File: src/rtl/naive_intt_seq.sv
// ============================================================================
// naive_intt_seq: sequential naive inverse NTT over Z_q, one shared mul/mod path
// Optional forward mode: define NTT_FWD_MODE_EN.      Revision: 1.0
// ============================================================================
`default_nettype none

module naive_intt_seq #(
   parameter int N = 8,
   parameter int W = 8
) (
   input  logic           clk,
   input  logic           rst,
`ifdef NTT_FWD_MODE_EN
   input  logic           fwd,
`endif
   input  logic           in_valid,
   output logic           in_ready,
   input  logic [N*W-1:0] data_in,
   input  logic [W-1:0]   omega_inv,
   input  logic [W-1:0]   n_inv,
   input  logic [W-1:0]   mod,
   output logic           out_valid,
   input  logic           out_ready,
   output logic [N*W-1:0] data_out,
   output logic           err
);

   localparam int LG = $clog2(N);
   localparam logic [LG-1:0] LAST = LG'(N - 1);

   typedef enum logic [2:0] {IDLE, POW, MAC, SCALE, DONE} state_t;

   state_t         state_q, state_d;
   logic [N*W-1:0] x_q, x_d;
   logic [N*W-1:0] res_q, res_d;
   logic [W-1:0]   omega_q, omega_d;
   logic [W-1:0]   ninv_q, ninv_d;
   logic [W-1:0]   mod_q, mod_d;
   logic [W-1:0]   acc_q, acc_d;
   logic [W-1:0]   pow_q [N];
   logic [W-1:0]   pow_d [N];
   logic [LG-1:0]  k_q, k_d, i_q, i_d, j_q, j_d, e_q, e_d;
   logic           err_q, err_d;
   logic           fwd_q, fwd_d;

   logic [W-1:0]   mul_a, mul_b, mul_red, acc_next;
   logic [2*W-1:0] mul_prod;
   logic [W:0]     acc_sum;
   logic [LG-1:0]  k_prev;

   // Single shared multiply/reduce datapath; operands are muxed by state.
   assign mul_prod = mul_a * mul_b;
   assign mul_red  = W'(mul_prod % (2*W)'(mod_q));
   assign acc_sum  = {1'b0, acc_q} + {1'b0, mul_red};
   assign acc_next = W'((acc_sum >= {1'b0, mod_q}) ? acc_sum - {1'b0, mod_q} : acc_sum);
   assign k_prev   = k_q - LG'(1);

   assign in_ready  = (state_q == IDLE);
   assign out_valid = (state_q == DONE);
   assign data_out  = res_q;
   assign err       = err_q;

   always_comb begin
      state_d = state_q;
      x_d     = x_q;
      res_d   = res_q;
      omega_d = omega_q;
      ninv_d  = ninv_q;
      mod_d   = mod_q;
      acc_d   = acc_q;
      pow_d   = pow_q;
      k_d     = k_q;
      i_d     = i_q;
      j_d     = j_q;
      e_d     = e_q;
      err_d   = err_q;
      fwd_d   = fwd_q;
      mul_a   = '0;
      mul_b   = '0;
      case (state_q)
         IDLE: begin
            if (in_valid) begin
               x_d     = data_in;
               omega_d = omega_inv;
               ninv_d  = n_inv;
               mod_d   = mod;
`ifdef NTT_FWD_MODE_EN
               fwd_d   = fwd;
`else
               fwd_d   = 1'b0;
`endif
               acc_d   = '0;
               k_d     = '0;
               i_d     = '0;
               j_d     = '0;
               e_d     = '0;
               if (mod < W'(2)) begin
                  err_d   = 1'b1;
                  res_d   = '0;
                  state_d = DONE;
               end else begin
                  err_d   = 1'b0;
                  state_d = POW;
               end
            end
         end
         POW: begin
            mul_a = pow_q[k_prev];
            mul_b = omega_q;
            pow_d[k_q] = (k_q == '0) ? W'(1) : mul_red;
            k_d = k_q + LG'(1);
            if (k_q == LAST) state_d = MAC;
         end
         MAC: begin
            mul_a = x_q[j_q*W +: W];
            mul_b = pow_q[e_q];
            acc_d = acc_next;
            e_d   = e_q + i_q;
            j_d   = j_q + LG'(1);
            if (j_q == LAST) begin
               e_d = '0;
               if (fwd_q) begin
                  // Forward mode stores the raw sum and skips the n_inv scaling.
                  res_d[i_q*W +: W] = acc_next;
                  acc_d = '0;
                  if (i_q == LAST) state_d = DONE;
                  else             i_d = i_q + LG'(1);
               end else begin
                  state_d = SCALE;
               end
            end
         end
         SCALE: begin
            mul_a = acc_q;
            mul_b = ninv_q;
            res_d[i_q*W +: W] = mul_red;
            acc_d = '0;
            if (i_q == LAST) begin
               state_d = DONE;
            end else begin
               i_d     = i_q + LG'(1);
               state_d = MAC;
            end
         end
         DONE: begin
            if (out_ready) state_d = IDLE;
         end
         default: state_d = IDLE;
      endcase
   end

   always_ff @(posedge clk or posedge rst) begin
      if (rst) begin
         state_q <= IDLE;
         x_q     <= '0;
         res_q   <= '0;
         omega_q <= '0;
         ninv_q  <= '0;
         mod_q   <= '0;
         acc_q   <= '0;
         k_q     <= '0;
         i_q     <= '0;
         j_q     <= '0;
         e_q     <= '0;
         err_q   <= 1'b0;
         fwd_q   <= 1'b0;
         for (int n = 0; n < N; n++) pow_q[n] <= '0;
      end else begin
         state_q <= state_d;
         x_q     <= x_d;
         res_q   <= res_d;
         omega_q <= omega_d;
         ninv_q  <= ninv_d;
         mod_q   <= mod_d;
         acc_q   <= acc_d;
         k_q     <= k_d;
         i_q     <= i_d;
         j_q     <= j_d;
         e_q     <= e_d;
         err_q   <= err_d;
         fwd_q   <= fwd_d;
         for (int n = 0; n < N; n++) pow_q[n] <= pow_d[n];
      end
   end

endmodule

`default_nettype wire

File: config.mk
export PLATFORM = sky130hd
export DESIGN_NAME = naive_intt_seq
export DESIGN_NICKNAME = d
export VERILOG_FILES = /design/src/rtl/naive_intt_seq.sv
export SDC_FILE = /design/constraint.sdc
export NUM_CORES = 1
export LEC_CHECK = 0
export CAP_MARGIN = 25
export CELL_PAD_IN_SITES_DETAIL_PLACEMENT = 0
export CELL_PAD_IN_SITES_GLOBAL_PLACEMENT = 1
export CORE_UTILIZATION = 45
export DETAILED_ROUTE_END_ITERATION = 16
export DONT_BUFFER_PORTS = 1
export PLACE_DENSITY_LB_ADDON = 0.1
export SLEW_MARGIN = 20
export SYNTH_ARGS = -nofsm -noshare
export SYNTH_HDL_FRONTEND = slang
export SYNTH_SLANG_ARGS = --single-unit
export TNS_END_PERCENT = 1
File: constraint.sdc
create_clock -name clk -period 38.3 [get_ports clk]
set_clock_uncertainty 0.2 [all_clocks]
set_input_delay 9.575 -clock clk [delete_from_list [all_inputs] [get_ports clk]]
set_output_delay 9.575 -clock clk [all_outputs]
set_load 0.01 [all_outputs]
==> results of run 1 <==
## cells in the mapped netlist (all sizes together) (38+ instances only)
master  instances  area, µm²
nand2         493       1850
nor2          251        942
dfrtp         240       6010
ha            169       2110
o21ai         158        795
inv            97        364
clkbuf         92        345
a21oi          89        457
o211ai         89        668
nand3          83        420
nor3           66        330
o31ai          60        460
mux4           47       1060
mux2i          41        427
nand2b         41        257
a21o           40        308
fa             40        801
o21a           38        285
## worst register-to-register path: cells and delay by family, from the launching register on
family | cells | cell delay [ns]
DFF | 1 | 0.42
xor gates and xnor gates | 1 | 0.17
buffers and inverters | 14 | 1.94
adders and majority gates | 23 | 7.77
and+or+nand+nor | 44 | 7.75
AOI/OAI and AO/OA | 85 | 14.96
muxes | 10 | 3.10
## layout make-up
type / instances / area (µm²) / share of cell area (%)
clock buffer: 33 / 749 / 3.07
clock inverter: 19 / 176 / 0.723
inverter: 98 / 375 / 1.54
multi-input combinational: 2090 / 15000 / 61.5
sequential: 240 / 6010 / 24.6
tap: 607 / 759 / 3.11
timing repair buffer: 163 / 1340 / 5.47
## per-layer routing
layer,part of all wire (%),track usage [%],vias up
met3,6.8,4.64,125
met5,0,0,-
met1,46,41.1,9632
li1,-,-,9333
met4,2.7,7.08,0
met2,45,43.5,675
## per-stage QoR
step	TNS, ns	utilization (%)	cells
2_1_floorplan	0	-	2557
3_3_place_gp	0	48.2	3150
3_5_place_dp	-4.11	48.3	3151
4_1_cts	0	50.4	3210
5_1_grt	-1.45	52.3	3250
6_report	0	52.3	3250
## flip-flops by register name, summed over array words and instances, names as in the netlist
name,flops
acc_q,8
data_out,64
e_q,3
err,1
i_q,3
j_q,3
k_q,3
mod_q,8
ninv_q,8
omega_q,8
pow_q,64
state_q,3
x_q,64
## final timing paths
kind | from | to | slack, ns
max reg2reg | e_q[0]$_DFFE_PP0P_ | acc_q[2]$_DFFE_PP0P_ | 1.90
max | e_q[0]$_DFFE_PP0P_ | acc_q[2]$_DFFE_PP0P_ | 1.90
min in group asynchronous | rst | pow_q[3]$_DFFE_PP0P_ | 8.75
max in group asynchronous | rst | mod_q[6]$_DFFE_PP0P_ | 27.92
min reg2reg | x_q[30]$_DFFE_PP0P_ | x_q[30]$_DFFE_PP0P_ | 0.27
min | x_q[30]$_DFFE_PP0P_ | x_q[30]$_DFFE_PP0P_ | 0.27
## logic make-up after synthesis
logic type	share of synthesized area, %
adders and majority gates	13.7
buffers and inverters	4.24
and+or+nand+nor	22.0
AOI/OAI and AO/OA	20.4
xor gates and xnor gates	2.95
muxes	8.61
DFF	28.1
## what timing repair did
item	CTS	global route
gates cloned	0	2
pin swaps	2	40
hold buffers	0	0
resized for setup	7	124
setup buffers	7	37
setup endpoints to repair	8	89
==> flow_summary.yaml, run 1 <==
sta:
  worst_pin_slew_ns: 1.12
  hold_ws_ns: 0.272
  period_needed_ns: 36.40
  drv_slew: 0
  fmax_ghz: 0.0275
  timing.final.crit_share_pct: 95.0
  hold_violations: 0
  timing.slew.headroom_pct: 24.9
  finalSetupViolCount: 0
  fin_ws_ns: 1.90
cells_and_area:
  layout_commonest_cell: "nand2_1"
  area_delta_synth_final_pct: 14.3
  diodes: 0
  drive_gt1_share_pct: 16.6
  layout_common_cells: "488 x nand2_1, 246 x nor2_1, 238 x dfrtp_1, 157 x ha_1, 150 x buf_4"
  design_area_mm2: 0.0244
  fillers: 4376
  final_nets: 2922
routing:
  drtAntennaViolNets: 0
  vias_per_cell: 6.08
  drt-pass1-iter-count: 6
  drc: 0
  vias: 19800
  wirelength_mm: 70.1
  routedWlPerCell_um: 21.6
  drtIter0Drc: 1650
hold_path:
  worstHoldPathCells: 2
  hold_class: "reg -> reg"
critical_path:
  cp.depth: 177
  cp_top_family: "compound AO/OA/AOI/OAI gates"
  end_kind: "register"
  cp.arrival_ns: 36.64
  cp_common_cell: "o21a_1"
  r2r_cells: 177
  worstSetupPathType: "reg -> reg"
  critPathSlowestCell: "or4_4"
  crit_fanout: 17
  cpPeakStageDelay_ns: 0.58
  worst_ep_required_time_ns: 38.53
  path_buf_inv: 14
  worst_setup_path_start_kind: "register"
synthesis:
  ys_seq_area_share_pct: 28.1
  synth_edf_count: 0
  yosys_warnings: 0
  syn_nets: 2858
  synth-seq-cells: 240
  ys_types: 99
  async_reset_ff_share_pct: 100
  syn_inst: 2557
  ys.flop_type: "dfrtp_1"
  synthesis.area_mm2: 0.0214
  syn_avg_cell_area_um2: 8.35
grt:
  grt_start_max_net_pins: 97
  grt_pass1_wl_mm: 107
  grt_pass1_vias: 18500
  grt_antenna_before_repair: 0
  gr-usage-all-layers_pct: 28.3
  overflow: 0
clock_tree:
  clkSinkCount: 240
  root_buffer: "clkbuf_16"
  h-tree-depth: 1
  clkSlewWorstSetupHoldPaths_ns: 0.07
  clock_path_buffers: 3
  numCtsBuffers: 28
  insertion_delay_ns: 0.58
  cts_tree: "yes"
floorplan:
  fp-row-count: 79
  ioPinCount: 159
  core_area_mm2: 0.0467
  die_h_um: 220
  die_w_um: 220
  initial_core_util_pct: 45.8
  die_area_mm2: 0.0483
placed_design:
  placed_area_mm2: 0.0225
  dp_hpwl_mm: 51.2
  place.port_buffers: 0
  gp_congestion: 0.951
  dp_slack_ns: -0.599
run:
  drv_cap: 0
outcome:
  status: "finished clean"
Power of run 1 is left out: the tool's default activity adds up to more than one toggle a clock period on the data nets, which glitch-free logic cannot reach.
==> run 2, diff against run 1 <==
Settings changed: CORE_UTILIZATION 45 to 40, PLACE_DENSITY from default to 0.76, PLACE_DENSITY_LB_ADDON 0.1 to default.
==> flow_summary.yaml, run 2 (synthesized netlist as in run 1, its figures left out) <==
clock_tree:
  h-tree-depth: 1
  ctsHoldBuffers: 0
  numCtsBuffers: 27
  clkSinkCount: 240
  clkSlewWorstSetupHoldPaths_ns: 0.07
  cts_tree: "yes"
  root_buffer: "clkbuf_16"
  clock_path_buffers: 3
  insertion_delay_ns: 0.56
critical_path:
  worstReg2RegEnd: "acc_q[1]$_DFFE_PP0P_"
  worst_ep_required_time_ns: 38.56
  worst_setup_path_start_kind: "register"
  end_kind: "register"
  cpPeakStageDelay_ns: 0.55
  cp_common_cell: "o21a_1"
  rrSetupSlack_ns: 1.75
  worstSetupPathType: "reg -> reg"
  cp.arrival_ns: 36.81
  crit_fanout: 11
  r2r-start: "j_q[0]$_DFFE_PP0P_"
  critPathSlowestCell: "fa_1"
  r2r_cells: 176
sta:
  hold_violations: 0
  fin_tns_setup_ns: 0
  worst_pin_slew_ns: 1.27
  drv_slew: 0
  fmax_ghz: 0.0274
  timing.slew.headroom_pct: 14.5
  finalSetupViolCount: 0
  timing.final.crit_share_pct: 95.4
  period_needed_ns: 36.55
grt:
  grt_start_max_net_pins: 106
  grt_antenna_before_repair: 0
  grt_pass1_vias: 19000
  gr-usage-all-layers_pct: 25.3
  overflow: 0
  grt_pass1_wl_mm: 108
cells_and_area:
  drive_gt1_share_pct: 16.1
  fillers: 5071
  diodes: 0
  final_nets: 2927
  layout_common_cells: "489 x nand2_1, 247 x nor2_1, 236 x dfrtp_1, 164 x ha_1, 162 x buf_4"
  area_delta_synth_final_pct: 13.9
  layout_commonest_cell: "nand2_1"
  design_area_mm2: 0.0243
floorplan:
  die_area_mm2: 0.0543
  die_w_um: 233
  core_area_mm2: 0.0527
  die_h_um: 233
  initial_core_util_pct: 40.6
  ioPinCount: 159
  fp-row-count: 84
routing:
  drt-pass1-iter-count: 5
  vias_per_cell: 5.94
  wirelength_mm: 70.0
  drtIter0Drc: 1706
  routedWlPerCell_um: 21.0
  drtAntennaViolNets: 0
  drc: 0
  vias: 19800
hold_path:
  hold_class: "reg -> reg"
  hold_end: "x_q[51]$_DFFE_PP0P_"
  worstHoldPathCells: 2
  worstHoldStart: "x_q[51]$_DFFE_PP0P_"
placed_design:
  dp_hpwl_mm: 51.5
  placed_area_mm2: 0.0227
  place.port_buffers: 0
  gp_congestion: 0.918
outcome:
  status: "finished clean"
run:
  drv_cap: 0
==> run 2: how the worst max path moves through the flow <==
stage / endpoint / slack, ns / start
after floorplan: acc_q[1]$_DFFE_PP0P_ / 0.002 / k_q[0]$_DFFE_PP0P_
after global placement: acc_q[1]$_DFFE_PP0P_ / 0.26 / j_q[0]$_DFFE_PP0P_
after detailed placement: acc_q[1]$_DFFE_PP0P_ / -1.06 / j_q[0]$_DFFE_PP0P_
after CTS: acc_q[1]$_DFFE_PP0P_ / 0.0003 / j_q[0]$_DFFE_PP0P_
after global routing: acc_q[1]$_DFFE_PP0P_ / -0.25 / e_q[0]$_DFFE_PP0P_
final: acc_q[1]$_DFFE_PP0P_ / 1.75 / j_q[0]$_DFFE_PP0P_
==> run 2: cell type report <==
class / instances / area (µm²) / area share (%)
clock buffers: 34 / 742 / 3.05
inverters: 98 / 375 / 1.54
flip-flops and latches: 240 / 6010 / 24.7
repair buffers: 168 / 1290 / 5.29
well taps: 688 / 861 / 3.54
clock inverters: 12 / 109 / 0.448
multi-input cells: 2091 / 14900 / 61.4
==> run 2: what timing repair did <==
| item | in CTS | in global routing |
|---|---|---|
| endpoints found under the setup margin | 8 | 98 |
| buffers inserted | 2 | 42 |
| gates resized for setup | 12 | 95 |
| cloned | 0 | 1 |
| pin swaps | 1 | 21 |
==> run 2: metal layers <==
metal	global-route usage, %	vias up	part of all wire, %
li1	-	9336	-
met1	35.4	9686	45
met2	40.5	636	46
met3	3.24	120	6.1
met4	7.33	0	2.9
met5	0	-	0
==> run 2: worst max-delay path, delay by kind of cell, from the launching register on <==
family,cells,cell delay (ns)
compound gates,83,15.07
xor+xnor,1,0.18
fa+ha+maj,24,8.16
buf+inv,14,1.43
flops,1,0.40
mux,12,3.65
simple gates,42,7.26
==> run 2: stage by stage <==
step	util, %	hold WS (ns)	std cells	setup slack [ns]
2_1_floorplan	-	0.240	2557	0.00184
5_1_grt	46.2	0.295	3331	-0.248
3_5_place_dp	43.0	0.261	3239	-1.06
6_report	46.2	0.271	3331	1.75
3_3_place_gp	43.0	0.254	3239	0.260
4_1_cts	44.8	0.276	3287	0.000334
Power of run 2 is left out for the same reason.
==> run 3, diff against run 2 <==
Settings changed: CORE_UTILIZATION 40 to 45, PLACE_DENSITY 0.76 to 0.83.
==> flow_summary.yaml, run 3 (synthesized netlist as in run 1, its figures left out) <==
sta:
  finalSetupViolCount: 0
  fmax_ghz: 0.0275
  hold_ws_ns: 0.273
  worst_pin_slew_ns: 1.11
  period_needed_ns: 36.31
  fin_ws_ns: 1.99
  drv_slew: 0
  timing.slew.headroom_pct: 25.4
  timing.final.crit_share_pct: 94.8
  hold_violations: 0
  fin_tns_setup_ns: 0
placed_design:
  place.port_buffers: 0
  dp_slack_ns: -1.27
  gp_congestion: 0.924
  dp_hpwl_mm: 49.1
grt:
  grt_busiest_layer: "met2"
  grt_pass1_vias: 19000
  use_met1_pct: 38.5
  grtUsageMet3_pct: 3.24
  gr-usage-all-layers_pct: 27.4
  grt_antenna_before_repair: 0
  grt_pass1_wl_mm: 105
  grt_start_max_net_pins: 100
  overflow: 0
  gr-usage-met2_pct: 44.0
routing:
  drtAntennaViolNets: 0
  drc: 0
  drtIter0Drc: 1816
  wirelength_mm: 67.1
  routedWlPerCell_um: 20.7
  vias_per_cell: 6.11
  drt-pass1-iter-count: 6
  vias: 19900
floorplan:
  initial_core_util_pct: 45.8
  die_area_mm2: 0.0483
  die_w_um: 220
  core_area_mm2: 0.0467
  die_h_um: 220
  fp-row-count: 79
  ioPinCount: 159
critical_path:
  worst_setup_path_start_kind: "register"
  cp_common_cell: "o21a_1"
  worst_ep_required_time_ns: 38.51
  end_kind: "register"
  path_buf_inv: 10
  cp.arrival_ns: 36.53
  cpPeakStageDelay_ns: 0.58
  rrSetupSlack_ns: 1.99
  crit_fanout: 20
  critPathSlowestCell: "or4_4"
  cp_top_family: "compound AO/OA/AOI/OAI gates"
  worstSetupPathType: "reg -> reg"
outcome:
  status: "finished clean"
hold_path:
  hold_class: "reg -> reg"
clock_tree:
  insertion_delay_ns: 0.57
  clock_path_buffers: 3
  root_buffer: "clkbuf_16"
  cts_tree: "yes"
  clkSlewWorstSetupHoldPaths_ns: 0.06
  h-tree-depth: 1
  numCtsBuffers: 26
  ctsHoldBuffers: 0
  clkSinkCount: 240
cells_and_area:
  diodes: 0
  layout_common_cells: "488 x nand2_1, 246 x nor2_1, 237 x dfrtp_1, 160 x ha_1, 157 x buf_4"
  area_delta_synth_final_pct: 14.0
  final_nets: 2924
  drive_gt1_share_pct: 16.9
  layout_commonest_cell: "nand2_1"
  final_core_util_pct: 52.2
  ff_latch_area_mm2: 0.00601
  fillers: 4299
  multi_input_comb_area_mm2: 0.0151
run:
  drv_cap: 0
-- run 3: changes by cell type in the layout (fill, tap and decap cells not counted), moves of 4 or more --
| cell | delta |
|---|---|
| ha_1 | -4 |
| clkinv_2 | +5 |
| o21ai_0 | -7 |
| buf_4 | -5 |
| o21ai_1 | +7 |
| ha_2 | +4 |
-- run 3: what timing repair did --
item | CTS | global route
setup endpoints to repair | 8 | 136
resized for setup | 18 | 135
hold endpoints to repair | 0 | 0
pin swaps | 1 | 39
buffers inserted | 3 | 65
-- run 3: worst register-to-register path, delay by kind of cell (launching register included) --
family | cells | cell delay (ns)
xor+xnor | 2 | 0.38
compound gates | 83 | 15.13
fa+ha+maj | 24 | 7.90
buf+inv | 10 | 1.28
simple gates | 43 | 7.93
flops | 1 | 0.40
mux | 11 | 3.04
-- run 3: layer usage --
layer,share of wire [%],vias to the layer above
met2,46,691
met3,6.1,146
met5,0,-
met4,3.1,0
li1,-,9334
met1,45,9681
-- run 3: layout make-up --
type                       count  area share [%]
clock buffer                  33            3.03
sequential                   240            24.7
timing repair buffer         167            5.39
multi-input combinational   2090            61.9
clock inverter                13           0.355
tap                          607            3.12
inverter                      98            1.54
-- run 3: worst paths after layout --
kind | depth (start not counted) | endpoint | from
max in group asynchronous | 3 | data_out[53]$_DFFE_PP0P_ | rst
worst max register to register | 173 | acc_q[5]$_DFFE_PP0P_ | k_q[0]$_DFFE_PP0P_
worst min register to register | 2 | x_q[21]$_DFFE_PP0P_ | x_q[21]$_DFFE_PP0P_
min in group asynchronous | 1 | pow_q[37]$_DFFE_PP0P_ | rst
worst min-delay path | 2 | x_q[21]$_DFFE_PP0P_ | x_q[21]$_DFFE_PP0P_
worst max-delay path | 173 | acc_q[5]$_DFFE_PP0P_ | k_q[0]$_DFFE_PP0P_
-- run 3: stage by stage --
stage                     area, µm²  cells
after detailed placement      22400   3134
after global placement        22400   3134
after CTS                     23300   3183
after floorplan               21400   2557
final                         24300   3248
after global routing          24300   3248
Power of run 3 is left out for the same reason.
==> variant 1, RTL diff (settings of run 3) <==
The parameter `N` goes from 8 to 4.
--- a/src/rtl/naive_intt_seq.sv
+++ b/src/rtl/naive_intt_seq.sv
@@ -5,7 +5,7 @@
 `default_nettype none
 
 module naive_intt_seq #(
-   parameter int N = 8,
+   parameter int N = 4,
    parameter int W = 8
 ) (
    input  logic           clk,
Ports: changed (resized data_in and data_out); port bits go from 159 to 95. No check against the original RTL was run, so the function may have changed too.
==> variant 1 against run 3 <==
  * Final area down 25%
  * Core utilization up 1.9 points
  * Critical path type unchanged
  * Sequential share of layout area down 5.5 points
  * Via count down 27%
  * Synthesized area down 27%
  * Highest routed layer unchanged
  * Final cell count down 26%
  * Routed wire length down 29%
  * Sequential cell count down 100
  * Worst setup slack worse by 0.57 ns
Power is not shown: default switching activity piles up to over one toggle a cycle in this logic, so the estimate is an artifact.
==> variant 1: results (changes against run 3) <==
metric,value,unit,change
hpwl dp,36020,um,-27%
Post-Synth XOR/XNOR Area,0.03368,,+0.004148
Slew @ Worst Pin,1.205,ns,+0.09573 ns
status,completed,,
Post-Syn Instances,1841,,-28%
H-tree levels,4,,+3
WL per Instance,19.90,um,-3.7%
Hold Worst Slack,0.2730,ns,-0.0003980 ns
Final min period,36.89,ns,+0.5739 ns
CP max FO,10,,-50%
Netlist cell types,101,,+2.0%
DR iter-0 viols,1023,,-44%
Cells after DPL,2298,,-27%
final net count,2200,,-25%
first-pass GRT wire length,73890,um,-30%
Max Buffers Root-to-Sink,2,,-1
Crit. Startpoint,k_q[1],,
top post-synthesis cells by count,"273 x nand2_1, 166 x ha_1, 140 x dfrtp_1",,
Synthesized Nets,2106,,-26%
Post-Place Setup Slack,-1.282,ns,-0.01095 ns
total CTS buffers,17,,-35%
synth top area cells,"dfrtp_1 22%, ha_1 13%, nand2_1 6.6%",,
min-delay src,omega_q[5],,
adder and majority gate portion of the synthesized area,0.1832,,+0.04616
total global-route track usage,0.2603,,-0.01354
Worst Hold End,omega_q[5],,
mux contribution to synthesized area,0.07338,,-0.01270
Skew-Pair Late Insertion Delay,0.43,ns,-0.14 ns
routed via count,14510,,-27%
"Seq/Total Area, Yosys",0.2245,,-0.05672
-- variant 1: routing by layer --
layer | share of wire | wire length [um] | global-route usage | vias up
li1 | - | - | - | 6934
met1 | 0.43 | 20540 | 0.3374 | 7032
met2 | 0.48 | 23120 | 0.4407 | 458
met3 | 0.055 | 2608 | 0.03651 | 85
met4 | 0.030 | 1424 | 0.09443 | 0
met5 | 0 | 0 | 0 | -
-- variant 1: final cells by class --
cell class / instances / area, sq um
Clock inverter: 15 / 229.0
Fill cell: 3080 / 15510
Sequential cell: 140 / 3505
Timing Repair Buffer: 153 / 1170
Clock buffer: 17 / 425.4
Tap cell: 448 / 560.5
Multi-Input combinational cell: 1539 / 12070
Inverter: 84 / 320.3
-- variant 1: what timing repair did --
action	CTS	global route
pin swaps	5	53
gates resized for setup	18	116
endpoints found under the setup margin	8	20
cloned	2	0
setup buffers	12	51
==> variant 2, RTL diff (flow settings as in run 3) <==
Without the edit above. Take the reset off `x_q` and `res_q` and load them in a clocked block of their own.
--- a/src/rtl/naive_intt_seq.sv
+++ b/src/rtl/naive_intt_seq.sv
@@ -152,8 +152,6 @@
    always_ff @(posedge clk or posedge rst) begin
       if (rst) begin
          state_q <= IDLE;
-         x_q     <= '0;
-         res_q   <= '0;
          omega_q <= '0;
          ninv_q  <= '0;
          mod_q   <= '0;
@@ -167,8 +165,6 @@
          for (int n = 0; n < N; n++) pow_q[n] <= '0;
       end else begin
          state_q <= state_d;
-         x_q     <= x_d;
-         res_q   <= res_d;
          omega_q <= omega_d;
          ninv_q  <= ninv_d;
          mod_q   <= mod_d;
@@ -183,6 +179,11 @@
       end
    end
 
+   always_ff @(posedge clk) begin
+      x_q   <= x_d;
+      res_q <= res_d;
+   end
+
 endmodule
 
 `default_nettype wire
Formal check against the unedited RTL: same outputs for any inputs over 4 cycles, from zero or initial values and one cycle with rst high; that may be too few to reach the edited logic, so the function may still have changed.
==> variant 2 against run 3 <==
  * Routed wire length down 17%
  * Worst setup slack worse by 0.34 ns
  * Fmax down 0.92%
  * Sequential share of layout area grew 4.9 points
  * Final cell count decreased by 14%
  * Global-route usage is 2.8 points lower
  * Final area decreased by 7.5%
  * Synthesized area decreased by 8.1%
  * Die area down 8.0%
  * Sequential cell count unchanged
Power is left out: the tool's default activity adds up to more than one toggle a clock period on the data nets, which glitch-free logic cannot reach.
==> variant 2: results (changes against run 3) <==
metric,value,unit,change
status,completed,,
first-pass GRT wire length,87260,um,-17%
met3 GRT Util,0.02959,,-0.002849
met1 Use GR,0.3294,,-0.05538
Post-Place Setup Slack,-0.1658,ns,+1.105 ns
CTS root buffer,clkbuf_16,,
initial antenna violation count,0,,unchanged
share of cells above drive strength 1,0.1725,,+0.003663
Netlist cell types,93,,-6.1%
synth top area cells,"edfxtp_1 20%, dfrtp_1 14%, ha_1 11%",,
Routed WL,55660,um,-17%
total global-route track usage,0.2455,,-0.02834
critical path's largest stage delay,0.60,ns,+0.02 ns
largest net degree at the start of global routing,97,,-3.0%
asr flop ratio synth,0.4667,,-0.5333
Synthesized Nets,2402,,-16%
Placer Congestion,0.8921,,-3.4%
diodes inserted,0,,unchanged
Crit. Startpoint,k_q[0],,
vias in the first global route,16070,,-15%
Fill cells,3895,,-9.4%
Fin. Hold Viols,0,,unchanged
DR iter-0 viols,1313,,-28%
Ys Warns,0,,unchanged
met2 GRT Util,0.4164,,-0.02311
total CTS buffers,26,,unchanged
drt via density,5.997,,-1.9%
Skew-Pair Late Insertion Delay,0.56,ns,
top post-synthesis cells by count,"293 x nand2_1, 169 x ha_1, 160 x nor2_1, 160 x o21ai_0, 128 x edfxtp_1",,
final net count,2495,,-15%
min-delay src,omega_q[3],,
clk slew on worst S/H paths,0.07,ns,
drt pass-1 iters,5,,-1
Slew @ Worst Pin,0.9541,ns,-0.1553 ns
hpwl dp,41520,um,-15%
# port buffers,0,,unchanged
CP max FO,11,,-45%
H-tree levels,1,,unchanged
Post-synth EDFFs,128,,+128
"Seq/Total Area, Yosys",0.3385,,+0.05726
Crit Reg-Reg Startpoint,k_q[0],,
crit path max-delay cell type,or4b_2,,
Hold Crit Class,reg2reg,,
Max Buffers Root-to-Sink,3,,unchanged
-- variant 2: final cells by class --
class / instances / area share
Multi-Input combinational cell: 1692 / 0.5723
Sequential cell: 240 / 0.2960
Timing Repair Buffer: 128 / 0.04542
Tap cell: 585 / 0.03253
Clock buffer: 30 / 0.02958
Inverter: 106 / 0.01785
Clock inverter: 18 / 0.006283
-- variant 2: kinds of logic after synthesis --
| kind of cell | share of synthesized area |
|---|---|
| compound gates | 0.1935 |
| buf+inv | 0.03358 |
| xor+xnor | 0.02989 |
| mux | 0.08578 |
| fa+ha+maj | 0.1485 |
| flops | 0.3385 |
| simple gates | 0.1702 |
-- variant 2: worst max-delay path: cells and delay by family, from the launching register on --
family | cells | cell delay, ns
compound gates | 89 | 16.23
xor+xnor | 1 | 0.15
fa+ha+maj | 25 | 8.25
buf+inv | 14 | 1.50
flops | 1 | 0.41
mux | 6 | 1.70
simple gates | 48 | 8.03
-- variant 2: metrics by stage --
step / hold slack [ns] / cell area [sq um] / TNS (ns) / instances / util
after floorplan: 0.2446 / 19710 / 0 / 2101 / -
after global placement: 0.2576 / 20860 / 0 / 2713 / 0.4843
after detailed placement: 0.2642 / 20860 / -0.6308 / 2713 / 0.4843
after CTS: 0.2809 / 21740 / 0 / 2766 / 0.5046
after global routing: 0.2986 / 22500 / -2.231 / 2799 / 0.5224
final: 0.2808 / 22500 / 0 / 2799 / 0.5224
-- variant 2: path summary, 6_finish.rpt --
| path | to | cells after the start | slack, ns |
|---|---|---|---|
| worst min-delay path | omega_q[3] | 2 | 0.28 |
| worst min register to register | omega_q[3] | 2 | 0.28 |
| worst max-delay path | acc_q[1] | 183 | 1.65 |
| min in group asynchronous | ninv_q[3] | 1 | 8.80 |
| max in group asynchronous | e_q[1] | 2 | 27.73 |
| worst max register to register | acc_q[1] | 183 | 1.65 |
-- variant 2: routing by layer --
layer  wire, um  up-vias
met5          0        -
met4       1459        0
met3       3246       97
met2      27160      551
met1      23800     8186
li1           -     7952
-- variant 2: timing repair --
item | in CTS | in global routing
cloned | 0 | 0
endpoints found under the setup margin | 7 | 104
pin swaps | 0 | 32
resized for setup | 8 | 112
endpoints found under the hold margin | 0 | 0
setup buffers | 5 | 32
hold buffers | 0 | 0
